### src/rtl/switch_alloc_rr.sv
// Round-robin switch allocator with per-output wormhole lock; grants are combinational, lock/pointer state registered.
// Optional build macro SA_NO_UTURN_EN: when defined, a request targeting its own input index is ignored.
module switch_alloc_rr #(
  parameter int unsigned NUM_PORTS = 5,
  parameter int unsigned PORT_W    = 3
) (
  input  logic                          clk,
  input  logic                          reset,
  input  logic [NUM_PORTS-1:0]          req_valid,
  input  logic [NUM_PORTS*PORT_W-1:0]   req_port,
  input  logic [NUM_PORTS-1:0]          req_tail,
  input  logic [NUM_PORTS-1:0]          out_ready,
  output logic [NUM_PORTS-1:0]          grant,
  output logic [NUM_PORTS-1:0]          out_valid,
  output logic [NUM_PORTS*PORT_W-1:0]   out_sel,
  output logic [NUM_PORTS-1:0]          out_locked
);

  typedef enum logic {
    IDLE   = 1'b0,
    LOCKED = 1'b1
  } lock_t;

  lock_t             lock_q   [NUM_PORTS];
  logic [PORT_W-1:0] owner_q  [NUM_PORTS];
  logic [PORT_W-1:0] rr_ptr_q [NUM_PORTS];

  logic [PORT_W-1:0]    tgt      [NUM_PORTS];
  logic [PORT_W-1:0]    win      [NUM_PORTS];
  logic [PORT_W-1:0]    cand;
  logic [NUM_PORTS-1:0] eligible;
  logic [NUM_PORTS-1:0] hit;
  logic [NUM_PORTS-1:0] out_gnt;

  function automatic logic [PORT_W-1:0] ptr_after(input logic [PORT_W-1:0] idx);
    return (32'(idx) == NUM_PORTS - 1) ? '0 : idx + PORT_W'(1);
  endfunction

  // Decode each input's target and drop requests that can never be served.
  always_comb begin
    eligible = '0;
    for (int unsigned i = 0; i < NUM_PORTS; i++) begin
      tgt[i]      = req_port[i*PORT_W +: PORT_W];
`ifdef SA_NO_UTURN_EN
      eligible[i] = req_valid[i] && (32'(tgt[i]) < NUM_PORTS) && (tgt[i] != PORT_W'(i));
`else
      eligible[i] = req_valid[i] && (32'(tgt[i]) < NUM_PORTS);
`endif
    end
  end

  // Per-output arbitration: locked outputs serve only their owner, idle ones search from rr_ptr.
  always_comb begin
    hit       = '0;
    out_gnt   = '0;
    cand      = '0;
    grant     = '0;
    out_valid = '0;
    out_sel   = '0;
    for (int unsigned o = 0; o < NUM_PORTS; o++) begin
      win[o] = '0;
      if (lock_q[o] == LOCKED) begin
        win[o] = owner_q[o];
        hit[o] = eligible[owner_q[o]] && (tgt[owner_q[o]] == PORT_W'(o));
      end else begin
        for (int unsigned k = 0; k < NUM_PORTS; k++) begin
          cand = PORT_W'((32'(rr_ptr_q[o]) + k) % NUM_PORTS);
          if (!hit[o] && eligible[cand] && (tgt[cand] == PORT_W'(o))) begin
            hit[o] = 1'b1;
            win[o] = cand;
          end
        end
      end
      out_gnt[o] = hit[o] && out_ready[o] && !reset;
      if (out_gnt[o]) begin
        grant[win[o]]               = 1'b1;
        out_valid[o]                = 1'b1;
        out_sel[o*PORT_W +: PORT_W] = win[o];
      end
    end
  end

  // Lock and pointer update on each transferred flit.
  always_ff @(posedge clk) begin
    if (reset) begin
      for (int unsigned o = 0; o < NUM_PORTS; o++) begin
        lock_q[o]   <= IDLE;
        owner_q[o]  <= '0;
        rr_ptr_q[o] <= '0;
      end
    end else begin
      for (int unsigned o = 0; o < NUM_PORTS; o++) begin
        if (out_gnt[o]) begin
          if (req_tail[win[o]]) begin
            lock_q[o]   <= IDLE;
            rr_ptr_q[o] <= ptr_after(win[o]);
          end else if (lock_q[o] == IDLE) begin
            lock_q[o]  <= LOCKED;
            owner_q[o] <= win[o];
          end
        end
      end
    end
  end

  always_comb begin
    for (int unsigned o = 0; o < NUM_PORTS; o++) begin
      out_locked[o] = (lock_q[o] == LOCKED);
    end
  end

endmodule

### config.mk
export PLATFORM = sky130hd
export DESIGN_NAME = switch_alloc_rr
export DESIGN_NICKNAME = d
export VERILOG_FILES = /design/src/rtl/switch_alloc_rr.sv
export SDC_FILE = /design/constraint.sdc
export NUM_CORES = 1
export LEC_CHECK = 0
export ABC_AREA = 1
export CAP_MARGIN = 10
export CORE_MARGIN = 2
export CORE_UTILIZATION = 35
export DETAILED_ROUTE_END_ITERATION = 6
export GPL_ROUTABILITY_DRIVEN = 0
export PLACE_DENSITY_LB_ADDON = 0.1
export SETUP_SLACK_MARGIN = 0.15
export SYNTH_ARGS = -nofsm -noshare
export SYNTH_HDL_FRONTEND = slang
export SYNTH_SLANG_ARGS = --single-unit
### constraint.sdc
create_clock -name clk -period 5.42 [get_ports clk]
set_clock_uncertainty 0.05 [all_clocks]
set_input_delay 1.084 -clock clk [delete_from_list [all_inputs] [get_ports clk]]
set_output_delay 1.084 -clock clk [all_outputs]
set_load 0.1 [all_outputs]
==> flow_metrics.py, run 1 <==
metrics = {
    "route": {
        "viasPerCell": 4.94,
        "drc": 0,
        "vias": 11700,
        "drt_wl_total_mm": 34.6,
        "dr.first_iter.drc_count": 733,
        "postRouteAntennaNets": 0,
        "routedWlPerCell_um": 14.7,
        "drtPass1Iterations": 5,
    },
    "critical_path": {
        "cp-start-kind": "flop",
        "critPathMaxFanout": 5,
        "crit_end": "grant[4]",
        "r2r_cells": 38,
        "r2r_start": "rr_ptr_q[0][7]",
        "path_common_cell": "nand2_4",
        "worstSetupPathType": "reg2out",
        "cp_slowest_cell": "edfxtp_1",
        "cp.required_ns": 4.29,
        "crit_start": "rr_ptr_q[0][12]",
        "rr_endpoint": "rr_ptr_q[0][1]",
        "crit_arrival_ns": 4.44,
        "reg2reg_setup_slack_ns": 0.43,
        "crit_path_max_incr_delay_ns": 0.44,
        "end_kind": "output port",
    },
    "sta": {
        "holdWs_ns": 0.705,
        "max_freq_mhz": 179,
        "fin_crit_ns": 5.58,
        "worst_pin_slew_ns": 0.981,
        "hold_viol_final": 0,
        "rsz0062_at_grt": "yes",
        "max_slew_margin": 0.344,
        "setup_ws_ns": -0.157,
        "setup-violations-final": 8,
        "timing.final.crit_share": 1.03,
        "drv_slew": 0,
    },
    "global_route": {
        "grtUsageMet2": 0.393,
        "antenna_found_initial": 1,
        "grt_overflow_total": 0,
        "grt_usage": 0.232,
        "busiest_layer": "met2",
        "grt_first_pass_wirelength_mm": 54.7,
        "grt_max_degree": 18,
        "grt_use_met1": 0.314,
        "use_met3": 0.0306,
        "grt_pass1_vias": 10900,
    },
    "synth": {
        "synth.distinct_cells": 65,
        "synth_fp_nets": 1808,
        "synthFlopType": "edfxtp_1",
        "async_flop_share": 0,
        "yosysTopAreaCell": "nand2_1",
        "yosys_warnings": 0,
        "yosys.area.top_type_share": 0.174,
        "yosys.cell_count.top_type": "nand2_1",
        "synth.avg_cell_area_sq_um": 5.92,
        "synth_seq_area_share": 0.106,
        "netlist_instances": 1664,
        "synth_edf_count": 34,
        "synth_area_sq_um": 9860,
        "synthTopCellsByCount": "nand2_1 (456), inv_1 (252), nand3_1 (171), nor2_1 (155), ha_1 (110)",
        "synth_area_leaders": "nand2_1 (17%), ha_1 (14%), edfxtp_1 (10%)",
        "ys_ff_latch": 35,
    },
    "clocking": {
        "insertion_delay_ns": 0.30,
        "clk_pin_slew_ns": 0.07,
        "ctsHtreeMaxLevel": 2,
        "clock_sinks": 35,
        "cts_tree": "built",
        "cts_inserted_buffers": 5,
        "root_buffer": "clkbuf_16",
        "holdBufCountCts": 0,
        "cts_buffer_depth": 2,
    },
    "run": {
        "max_cap_violations": 0,
    },
    "die": {
        "initial_core_util": 0.355,
        "core-area_sq_um": 27800,
        "die_y_um": 172,
        "ios": 62,
        "placementRows": 61,
        "dieArea_sq_um": 29500,
        "fp.dieW_um": 172,
    },
    "cells_and_area": {
        "layout.nets": 2124,
        "synthToLayoutAreaGrowth_pct": 50.4,
        "drive_above_1_share": 0.364,
        "instances_no_fill": 2359,
        "antenna_cells": 0,
    },
    "status": {
        "violations": "setup timing",
        "status": "complete, but fails checks",
    },
    "place": {
        "dp.cells": 2250,
        "portBuffers": 61,
        "post-dp-hpwl_mm": 27.6,
    },
    "worst_hold_path": {
        "hold_class": "reg2reg",
    },
}
kinds of logic after synthesis:
group,after synthesis,share of synthesized area
muxes,1,0.00114
and+or+nand+nor,971,0.459
buffers and inverters,302,0.120
DFF,35,0.106
AOI/OAI and AO/OA,198,0.125
xor gates and xnor gates,45,0.0452
adders and majority gates,112,0.144
critical path, delay by kind of cell, from the launching register on:
family,cells,cell delay (ns)
AND/OR/NAND/NOR,17,1.46
buffers and inverters,7,0.62
XOR/XNOR,1,0.16
flip-flops,1,0.44
AO/OA/AOI/OAI,4,0.67
adder cells (fa/ha/maj),4,0.77
per-layer routing:
| layer | up-vias | share of wire |
|---|---|---|
| met5 | - | 0.00038 |
| met4 | 2 | 0.019 |
| met3 | 43 | 0.039 |
| met2 | 234 | 0.47 |
| met1 | 5340 | 0.47 |
| li1 | 6036 | - |
cell type report:
cell class | instances | area, sq um
clock buffer | 5 | 125
clock inverter | 3 | 20.0
fill | 2795 | 13000
inverter | 284 | 1120
multi-input combinational | 1327 | 9020
sequential | 35 | 1040
tap | 378 | 473
timing repair buffer | 327 | 3030
stage by stage:
step	worst slack (ns)	cell area (sq um)	utilization	setup TNS (ns)
finish	-0.157	14800	0.534	-0.585
floorplan	-1.20	10100	-	-5.94
detailed placement	-0.0640	12600	0.452	-0.237
CTS	-0.101	13900	0.499	-0.221
global route	-0.359	14800	0.534	-3.39
global placement	-0.0682	12600	0.452	-0.226
sequential cells by signal (all words and copies together), names as in the netlist:
name / flops
lock_q: 5
owner_q: 15
rr_ptr_q: 15
timing repair:
| action | CTS | global route |
|---|---|---|
| hold endpoints to repair | 0 | 0 |
| gates resized for setup | 185 | 173 |
| pin swaps | 107 | 129 |
| setup endpoints to repair | 23 | 55 |
| buffers inserted | 59 | 43 |
worst min-delay path by stage:
| stage | depth (start not counted) | to | start |
|---|---|---|---|
| 2_1_floorplan | 2 | lock_q[4] | lock_q[4] |
| 3_3_place_gp | 2 | lock_q[4] | lock_q[4] |
| 3_5_place_dp | 2 | lock_q[4] | lock_q[4] |
| 4_1_cts | 2 | lock_q[4] | lock_q[4] |
| 5_1_grt | 2 | lock_q[4] | lock_q[4] |
| 6_report | 2 | lock_q[4] | lock_q[4] |
layout by cell type (no fill, tap or decap), types with 6 or more instances in the layout:
master and instances:
ha_4 18, inv_1 208, buf_12 27, o21ai_2 19, nand4_1 45, nand3b_1 9
nor2_4 29, nor3_1 9, nand3_2 38, a21oi_1 38, a21oi_4 7, buf_4 224
buf_6 40, edfxtp_1 34, nor2_2 27, o211ai_1 19, ha_1 82, nand2_1 381
nand2_2 90, a21oi_2 10, inv_2 58, o21ai_0 52, ha_2 10, and2_4 10
xnor2_1 7, nand2_4 34, and2_1 7, xor2_2 6, xor2_1 24, nor2_1 122
inv_4 11, nand3_1 140, clkdlybuf4s50_1 36, nand3_4 8, o21ai_1 17
Power of run 1 is left out: the tool's default activity adds up to more than one toggle a clock period on the data nets, which glitch-free logic cannot reach.
==> inputs of run 2 (changes only) <==
--- a/config.mk
+++ b/config.mk
@@ -8,7 +8,7 @@
 export ABC_AREA = 1
 export CAP_MARGIN = 10
 export CORE_MARGIN = 2
-export CORE_UTILIZATION = 35
+export CORE_UTILIZATION = 30
 export DETAILED_ROUTE_END_ITERATION = 6
 export GPL_ROUTABILITY_DRIVEN = 0
 export PLACE_DENSITY_LB_ADDON = 0.1
==> run 2 against run 1 <==
Effect of this change: the flow still finishes with violations (setup timing); register-to-register slack better by 0.10 ns; flip-flop and latch count unchanged; die area up 16%; worst hold slack worse by 0.0086 ns; via count up 1.9%; fmax up 1.2%; critical path depth down 2; global-route usage down 2.2 points; first-iteration DRC count down 28%; critical path type unchanged; largest cell class unchanged.
==> flow_metrics.py, run 2 (same netlist as run 1, synthesis figures left out) <==
metrics = {
    "sta": {
        "hold_viol_final": 0,
        "max_slew_margin": 0.328,
        "max_freq_mhz": 181,
        "holdWs_ns": 0.696,
        "timing.final.crit_share": 1.02,
        "worst_pin_slew_ns": 1.00,
        "drv_slew": 0,
        "tns_ns": -0.388,
        "rsz0062_at_grt": "yes",
        "fin_crit_ns": 5.51,
        "setup-violations-final": 5,
        "setup_ws_ns": -0.0924,
    },
    "critical_path": {
        "crit_end": "grant[2]",
        "cp.required_ns": 4.29,
        "reg2reg_setup_slack_ns": 0.53,
        "critPathMaxFanout": 4,
        "end_kind": "output port",
        "rr_endpoint": "rr_ptr_q[0][1]",
        "path_common_cell": "nand2_1",
        "crit_arrival_ns": 4.38,
        "r2r_start": "rr_ptr_q[0][0]",
        "worstSetupPathType": "reg2out",
        "crit_path_max_incr_delay_ns": 0.38,
        "r2r_cells": 34,
        "cp-start-kind": "flop",
        "crit_start": "rr_ptr_q[0][0]",
        "cp_slowest_cell": "edfxtp_1",
    },
    "route": {
        "dr.first_iter.drc_count": 526,
        "wl_met2_mm": 17.1,
        "top_layer_used": "met4",
        "viasPerCell": 4.80,
        "drc": 0,
        "routedWlPerCell_um": 14.9,
        "drtPass1Iterations": 5,
        "postRouteAntennaNets": 0,
        "wl_met3_mm": 1.29,
        "wl_met1_mm": 17.8,
        "drt_wl_total_mm": 36.9,
        "vias": 11900,
    },
    "clocking": {
        "ctsHtreeMaxLevel": 2,
        "root_buffer": "clkbuf_16",
        "cts_tree": "built",
        "insertion_delay_ns": 0.31,
        "holdBufCountCts": 0,
        "cts_buffer_depth": 2,
        "cts_inserted_buffers": 5,
        "clock_sinks": 35,
        "clk_pin_slew_ns": 0.07,
    },
    "place": {
        "portBuffers": 61,
        "post-dp-hpwl_mm": 29.4,
        "dp.cells": 2351,
    },
    "global_route": {
        "grt_pass1_vias": 11200,
        "antenna_found_initial": 0,
        "grt_first_pass_wirelength_mm": 57.2,
        "grt_usage": 0.210,
        "grt_max_degree": 16,
        "grt_overflow_total": 0,
    },
    "cells_and_area": {
        "antenna_cells": 0,
        "final_common_cell": "nand2_1",
        "instances_no_fill": 2473,
        "synthToLayoutAreaGrowth_pct": 57.8,
        "layout.nets": 2174,
        "drive_above_1_share": 0.390,
        "largestRegisters": "owner_q (15), rr_ptr_q (15), lock_q (5)",
        "final_cell_mix": "nand2_1 (379), buf_4 (271), inv_1 (208), nand3_1 (136), nor2_1 (116)",
    },
    "run": {
        "max_cap_violations": 0,
    },
    "status": {
        "violations": "setup timing",
        "status": "complete, but fails checks",
    },
    "die": {
        "initial_core_util": 0.304,
        "die_y_um": 185,
        "fp.dieW_um": 185,
        "dieArea_sq_um": 34300,
        "ios": 62,
        "placementRows": 66,
        "core-area_sq_um": 32500,
    },
    "worst_hold_path": {
        "hold_path_depth": 2,
        "hold_class": "reg2reg",
    },
}
==> run 2: changes by cell type in the layout (fill, tap and decap cells not counted), sizes merged <==
| cell | previous run | this run |
|---|---|---|
| buf | 291 | 341 |
| dlymetal6s2s | 0 | 7 |
| bufinv | 0 | 1 |
| clkdlybuf4s50 | 36 | 29 |
| clkinv | 5 | 6 |
| clkinvlp | 4 | 3 |
| inv | 278 | 277 |
==> run 2: how the worst min path moves through the flow <==
stage                    from        end
global placement    lock_q[4]  lock_q[4]
global route        lock_q[4]  lock_q[4]
finish              lock_q[4]  lock_q[4]
detailed placement  lock_q[4]  lock_q[4]
CTS                 lock_q[4]  lock_q[4]
floorplan           lock_q[4]  lock_q[4]
==> run 2: area by class of cell <==
cell class | instances | area (sq um)
timing repair buffer | 377 | 3440
clock buffer | 5 | 125
tap | 442 | 553
inverter | 284 | 1100
sequential | 35 | 1040
multi-input combinational | 1327 | 9260
clock inverter | 3 | 38.8
fill | 3322 | 16900
==> run 2: worst max-delay path, delay by kind of cell (launching register included) <==
kind / cells / cell delay [ns]
AND/OR/NAND/NOR: 19 / 1.94
buffers and inverters: 8 / 0.91
adder cells (fa/ha/maj): 3 / 0.67
flip-flops: 1 / 0.38
XOR/XNOR: 1 / 0.16
==> run 2: metrics by stage <==
step | setup WS [ns] | cell area [sq um] | util
after floorplan | -1.20 | 10100 | -
after global placement | -0.0884 | 12900 | 0.398
after detailed placement | -0.144 | 12900 | 0.398
after CTS | -0.102 | 14200 | 0.437
after global routing | -0.342 | 15600 | 0.479
final | -0.0924 | 15600 | 0.479
==> run 2: routing by layer <==
| metal | vias to the layer above | track usage |
|---|---|---|
| met5 | - | 0 |
| met4 | 0 | 0.0486 |
| met3 | 41 | 0.0232 |
| met2 | 207 | 0.354 |
| met1 | 5512 | 0.285 |
| li1 | 6114 | - |
==> run 2: timing repair <==
action,in CTS,in global routing
buffers inserted,66,48
endpoints found under the setup margin,23,54
pin swaps,102,131
resized for setup,160,248
Power of run 2 is left out for the same reason.
